**config.mk**
```make
export PLATFORM = sky130hd
export DESIGN_NAME = regfile_mp
export DESIGN_NICKNAME = d
export VERILOG_FILES = /design/src/rtl/regfile_mp.sv
export SDC_FILE = /design/constraint.sdc
export NUM_CORES = 1
export LEC_CHECK = 0
export CAP_MARGIN = 20
export CORE_MARGIN = 10
export CORE_UTILIZATION = 56
export DETAILED_ROUTE_END_ITERATION = 10
export HOLD_SLACK_MARGIN = 0.1
export PLACE_DENSITY = 0.73
export SYNTH_ARGS = -nofsm -noshare
export SYNTH_HDL_FRONTEND = slang
export SYNTH_SLANG_ARGS = --single-unit
```
**constraint.sdc**
```tcl
create_clock -name clk -period 4.9 [get_ports clk]
set_input_delay 0.98 -clock clk [delete_from_list [all_inputs] [get_ports clk]]
set_output_delay 0.98 -clock clk [all_outputs]
set_load 0.01 [all_outputs]
```
**src/rtl/regfile_mp.sv**
```systemverilog
// Multi-read-port register file with optional hardwired zero register and a sequential clear engine.
// Optional same-cycle write-through forwarding is enabled by defining REGFILE_MP_WR_BYPASS_EN.
module regfile_mp #(
    parameter int DATA_W   = 32,
    parameter int ADDR_W   = 5,
    parameter int NUM_RD   = 2,
    parameter int ZERO_REG = 1
) (
    input  logic                       clk,
    input  logic                       rst_n,
    input  logic                       wr_en,
    input  logic [ADDR_W-1:0]          wr_addr,
    input  logic [DATA_W-1:0]          wr_data,
    input  logic [NUM_RD*ADDR_W-1:0]   rd_addr,
    output logic [NUM_RD*DATA_W-1:0]   rd_data,
    input  logic                       clr_req,
    output logic                       busy,
    output logic                       wr_drop
);

    localparam int DEPTH = 2 ** ADDR_W;

    typedef enum logic {
        S_IDLE  = 1'b0,
        S_CLEAR = 1'b1
    } state_e;

    state_e              state_q, state_d;
    logic [ADDR_W-1:0]   clr_cnt_q, clr_cnt_d;
    logic                busy_q, busy_d;
    logic                wr_drop_q, wr_drop_d;

    logic                mem_we;
    logic [ADDR_W-1:0]   mem_addr;
    logic [DATA_W-1:0]   mem_wdata;
    logic [DATA_W-1:0]   mem_q [DEPTH];

    logic                wr_zero;

    assign wr_zero = (ZERO_REG != 0) && (wr_addr == '0);

    // NOTE: every output of this block gets a default first, so no path leaves a latch behind.
    always_comb begin
        state_d   = state_q;
        clr_cnt_d = clr_cnt_q;
        busy_d    = busy_q;
        wr_drop_d = 1'b0;
        mem_we    = 1'b0;
        mem_addr  = wr_addr;
        mem_wdata = wr_data;

        case (state_q)
            S_CLEAR: begin
                mem_we    = 1'b1;
                mem_addr  = clr_cnt_q;
                mem_wdata = '0;
                wr_drop_d = wr_en;
                if (clr_cnt_q == '1) begin
                    state_d   = S_IDLE;
                    busy_d    = 1'b0;
                    clr_cnt_d = '0;
                end else begin
                    clr_cnt_d = clr_cnt_q + ADDR_W'(1);
                end
            end
            default: begin
                if (clr_req) begin
                    // A clear request wins over a write arriving in the same cycle.
                    state_d   = S_CLEAR;
                    clr_cnt_d = '0;
                    busy_d    = 1'b1;
                    wr_drop_d = wr_en;
                end else if (wr_en && !wr_zero) begin
                    mem_we = 1'b1;
                end
            end
        endcase
    end

    // NOTE: state registers use non-blocking assignments so every flop samples pre-edge values.
    always_ff @(posedge clk) begin
        if (!rst_n) begin
            state_q   <= S_CLEAR;
            clr_cnt_q <= '0;
            busy_q    <= 1'b1;
            wr_drop_q <= 1'b0;
        end else begin
            state_q   <= state_d;
            clr_cnt_q <= clr_cnt_d;
            busy_q    <= busy_d;
            wr_drop_q <= wr_drop_d;
        end
    end

    // NOTE: the array has no reset branch; the clear engine zeroes it, keeping it mappable to plain storage.
    always_ff @(posedge clk) begin
        if (rst_n && mem_we) begin
            mem_q[mem_addr] <= mem_wdata;
        end
    end

`ifdef REGFILE_MP_WR_BYPASS_EN
    logic bypass_ok;
    assign bypass_ok = wr_en && !busy_q && !clr_req && !wr_zero;
`endif

    for (genvar k = 0; k < NUM_RD; k++) begin : g_rd
        logic [ADDR_W-1:0] ra;
        logic [DATA_W-1:0] rv;

        assign ra = rd_addr[k*ADDR_W +: ADDR_W];

        always_comb begin
            rv = mem_q[ra];
`ifdef REGFILE_MP_WR_BYPASS_EN
            if (bypass_ok && (ra == wr_addr)) begin
                rv = wr_data;
            end
`endif
            // Contents are undefined until the clear finishes, so reads are forced to zero while busy.
            if (busy_q || ((ZERO_REG != 0) && (ra == '0))) begin
                rv = '0;
            end
        end

        assign rd_data[k*DATA_W +: DATA_W] = rv;
    end

    assign busy    = busy_q;
    assign wr_drop = wr_drop_q;

endmodule

```
# == Yosys cells after proc, flatten, opt, wreduce, memory -nomap -nowiden ==
# Memories as Yosys holds them, arrays and structs flattened.
# Cells that the tools add are included.
# Widths: inputs -> output; s select.
# word_totals
input_bits,51
mem_count,1
wordCells,38
out_inout_bits,66
mem_bits_rw,1024
reg_bits,8
# op_classes
reduce_logical,10
add_sub_neg,1
n_eq_ne,2
n_mux,20
# memory_table
name,words,word_bits,read_ports,rd_clocked_by_memory_dff,wr,line_no,source
mem_q,32,32,2,0,1,36,logic [DATA_W-1:0] mem_q [DEPTH];
# ops
op,count
$mux 32,3
$mux 5,4
$logic_not 5->1,3
$mux 1,13
$add 5x1->5 const B,1
$eq 5x5->1 const B,1
$logic_and 1x1->1,2
$logic_or 1x1->1,2
$ne 2x1->1 const B,1
$reduce_and 2->1,1
$reduce_bool 2->1,1
$logic_not 1->1,1

# == Depth between registers and ports, before layout ==
# logic_depth
word_depth,9
ltp_mapped,9
mapped_depth_nobuf,7

# == Least setup slack after synthesis ==
# OpenSTA, ideal clock, no wires.
# synth_timing
path_type,input-to-reg
startpoint,input port clr_req
endpoint,memory mem_q[26][0] (enable)
cell_stages,4
setup_slack_ns,1.271
setup_ns,0.421
t_required_ns,4.479
arrival_ns,3.207
n_path_buf,0
path_cell_list,or3b_2 > a21boi_0 > nand2_1 > nor2_1
# synth_via
elab_chain_len,5
# synth_rtl
item,line_no,source
from (decl),16,"input logic clr_req,"
$mux 1,67,if (clr_req) begin
$mux 1,52,case (state_q)
$logic_and 1x1->1,97,if (rst_n && mem_we) begin
$mux 1,97,
$mux 1 (not written as such),98,mem_q[mem_addr] <= mem_wdata;
to (decl),36,
# No other way between the ends.

# == Worst setup path in the final report ==
# layout_timing
startpoint,input port rd_addr[9]
endpoint,output port rd_data[40]
# layout_via
elab_chain_len,3
word_cells_on_any_way,4
classes_between,mux (1); reduce/logical (2); memory (1)
# layout_rtl
item,line_no,source
from (decl),14,"input logic [NUM_RD*ADDR_W-1:0] rd_addr,"
branches (longest 2 deep; another with $mem_v2 32x32),n/a,
$mux 32 (*),121,if (busy_q || ((ZERO_REG != 0) && (ra == '0))) begin
to (decl),15,"output logic [NUM_RD*DATA_W-1:0] rd_data,"
# Every way passes the cells marked *.

==> out/summary.md <==
The proportion of netlist area held by the largest area contributor works out to 0.6346. The critical path goes through clkdlybuf4s50_1 -> and3b_2 -> buf_12 -> o21ai_0 -> or3_1 -> nand4_1 -> clkdlybuf4s50_1. The run gives 89 as the maximum number of pins on one net before global-route repair.

The final estimated routing congestion in global placement was 0.8929. Buffers inserted during clock tree synthesis total 101. The type of destination of the critical path is a primary output. The slowest stage of the critical path is the clkdlybuf4s50_1 cell. The area of the core region is 85550 µm², and the total half-perimeter wirelength after legalization and detailed placement is 93.64 mm. The net count of the finished layout is 3174.

The clock period minus worst slack works out to 4.777 ns. The sequential cell area fraction in the yosys report was 0.6379; the number of cells produced by synthesis was 2944. The design draws 18.55 mW.

The number of antenna violations at the first check in global routing is 6, and the final count of negative-setup-slack endpoints is 0. After routing, the total negative slack on setup checks comes to 0 ns. The clock-pin transition on the worst setup and hold timing paths works out to 0.06 ns. Derived from the worst setup path, the maximum achievable clock frequency is 209.3 MHz. On the worst path, the slowest cell contributes a delay of 0.63 ns.

Across the routed clock network, the largest skew measured is 0.02602 ns. The synthesized flop and latch total was 1032; the mean cell area of the mapped netlist was 16.46 µm². Vertical die dimension: 314.2 µm. Summed over all instances, the cell type with the most area after synthesis is edfxtp_1. The class of the most critical hold timing path is reg -> reg. For the number of global-route vias before repair, the log shows 31940.

CTS built an H-tree with a depth of 3. Counting flops with a built-in enable in the synthesized netlist gives 1024. From synthesis to final layout, the design area changed by 15.47%.

The run finished with clean final reports. Setup repair after global routing left no endpoint under its margin. The post-CTS repair timing setup buffer count is 0, and the max-cap violation count is 0. STA classifies the critical path startpoint as a primary input. The top flip-flop cell by instance count after synthesis was edfxtp_1. For the number of endpoints with negative hold slack in the final report, the log shows 0. Along the worst path, the maximum fanout reaches 17. The tools report the first-pass GRT wire length as 225.3 mm.

The most repeated library cell on the critical path is clkdlybuf4s50_1. The root buffer cell chosen for the clock tree is clkbuf_16. The iteration count of the initial detailed-routing pass is 8. After detailed routing, the total wire length is 159.1 mm. The critical path is of the in -> out type.

The post-layout utilization of the core is 0.6540. The detail route stage leaves a number of antenna-violating nets equal to 0. The Yosys step of the flow raised 0 warnings. Power per standard cell area: 331.6 nW/µm².

Sorting the synthesized cells by area gives the leading types as edfxtp_1 63%, mux4_2 12%, mux2i_1 5.4%. The die covers 98690 µm². Share of synthesized flip-flops with an asynchronous set or reset: 0. The clock drives 1032 sinks.

The cell area that synthesis handed to floorplanning was 48450 µm². STA puts the critical path data arrival time at 3.80 ns. The tools report the standard cell area after detailed placement as 52430 µm². The clock passes through at most 3 buffers. Leakage power summed over all cells: 18.41 nW. The number of cell rows was 107; the vias per cell was 7.348. The starting utilization of the core area is 0.5664, and the worst voltage drop across the vdd grid is 0.2900 mV.

Summing all non-filler instances in the final layout gives an area of 55950 µm². Summing over every cut layer, the via total after detailed routing is 31950. For this run, design rule violations remaining after detail routing come to 0. At the later pin of the worst-skew pair, clock insertion delay measures 0.68 ns. Hold timing on the final database bottoms out at a slack of 0.5806 ns. At the pin with the least slew margin, the transition time is 1.180 ns. The floorplan step set the die width to 314.2 µm. The count of instances resized after the clock tree is built is 0. The run gives 2997 as the number of nets in the synthesized netlist. The average routed wire per standard cell is 36.59 µm, and the count of final max-slew check failures is 0. For this design, the CTS-stage hold fixing added 0 buffers.

The first routing iteration left 5205 violations. The combined global-route utilization of all metal layers is 0.3159. The share of the cycle needed by the critical path after routing is 0.9750, and the worst slew margin relative to its limit is 0.2114.

Data on the critical path is required at its endpoint by 3.92 ns. For this run the aggregate overflow at the end of global routing stands at 0. The count of input and output buffers was 116; the count of boundary I/O pins was 117. TritonCTS built the clock tree. Count of different cell masters after synthesis: 55.

The fraction of layout instances using a drive strength above 1 came out at 0.2655.
final timing paths:
kind	slack (ns)	to	start	cells after the start
min	0.58	clr_cnt_q[3]	clr_cnt_q[3]	2
max reg2reg	1.76	mem_q[21][27]	state_q	5
min reg2reg	0.58	clr_cnt_q[3]	clr_cnt_q[3]	2
max	0.12	rd_data[40]	rd_addr[9]	7
cell families after synthesis:
group,synth area share
AOI/OAI and AO/OA,0.06812
adders and majority gates,0.0005164
muxes,0.2166
buffers and inverters,0.02319
and+or+nand+nor,0.05366
DFF,0.6379
critical path, delay by kind of cell:
kind            cells  cell delay, ns
buf+inv             3            1.51
compound gates      1            0.11
simple gates        3            1.18
cell type report:
class                           instances  area, µm²
Sequential cell                      1032      30910
Fill cell                            5641      29600
Multi-Input combinational cell       1670      16860
Timing Repair Buffer                  313       3492
Clock buffer                          118       2655
Tap cell                             1144       1431
Clock inverter                         66      581.8
Inverter                                3      11.26
Antenna cell                            2      5.005
synth_stat cells (all sizes together), types with 32 or more instances:
master / count
mux2: 196
nand2: 84
buf: 131
mux2i: 261
a22oi: 137
mux4: 252
a31oi: 32
o22ai: 65
nor2: 43
nor2b: 105
a211oi: 65
nand4: 56
a21oi: 35
edfxtp: 1024
nand3: 120
o21ai: 70
clkbuf: 108
cells in the final DEF, fill, tap and decap left out, types with 5 or more instances in the layout:
master           netlist  final
o21ai_1               11     11
clkbuf_1             107     14
clkdlybuf4s50_1        0    110
buf_12                 0     54
clkinvlp_4             0      5
a21oi_1               35     35
clkinv_1               0     27
nand4_1               56     56
mux2i_1              261    261
edfxtp_1            1024   1024
nand3_1              120    120
clkinv_2               0     20
nand2_1               84     82
nor2_4                 0     34
nor2b_2                0     25
a22oi_1              137    137
mux2_2               162    162
dfxtp_1                8      7
nor3_1                 6      5
mux2_1                34     34
buf_8                  0     21
nor2b_1              105     76
a31oi_1               32     32
or3_1                 31     31
nor2_1                43      8
o22ai_1               65     65
a32o_1                 8      8
o31a_1                31     31
clkbuf_16              0    104
mux4_2               252    252
a22o_1                25     25
a211oi_1              65     65
buf_4                 12    124
o21ai_0               59     59
bufinv_16              0     10
state kept, by name (all words and copies together) (netlist names):
name / flops
busy: 1
clr_cnt_q: 5
mem_q: 1024
state_q: 1
wr_drop: 1
where the power goes:
part / switching, mW / total, mW / internal (mW)
logic: 0.690 / 1.20 / 0.511
clock network: 3.33 / 7.71 / 4.38
registers: 0.0254 / 9.64 / 9.62
total: 4.05 / 18.6 / 14.5
stage by stage:
stage | cells | setup WS, ns
2_1_floorplan | 2944 | 1.271
3_3_place_gp | 4143 | 0.2096
3_5_place_dp | 4144 | 0.1605
4_1_cts | 4328 | 0.1687
5_1_grt | 4346 | 0.04836
6_report | 4348 | 0.1226
per-layer routing:
metal / track usage / vias to the layer above / wire (µm)
li1: - / 12520 / -
met2: 0.4780 / 2741 / 71580
met1: 0.4249 / 16180 / 56120
met3: 0.09410 / 502 / 24030
met5: 0 / - / 28
met4: 0.1325 / 4 / 7342
Power figures use the tool's default switching activity.
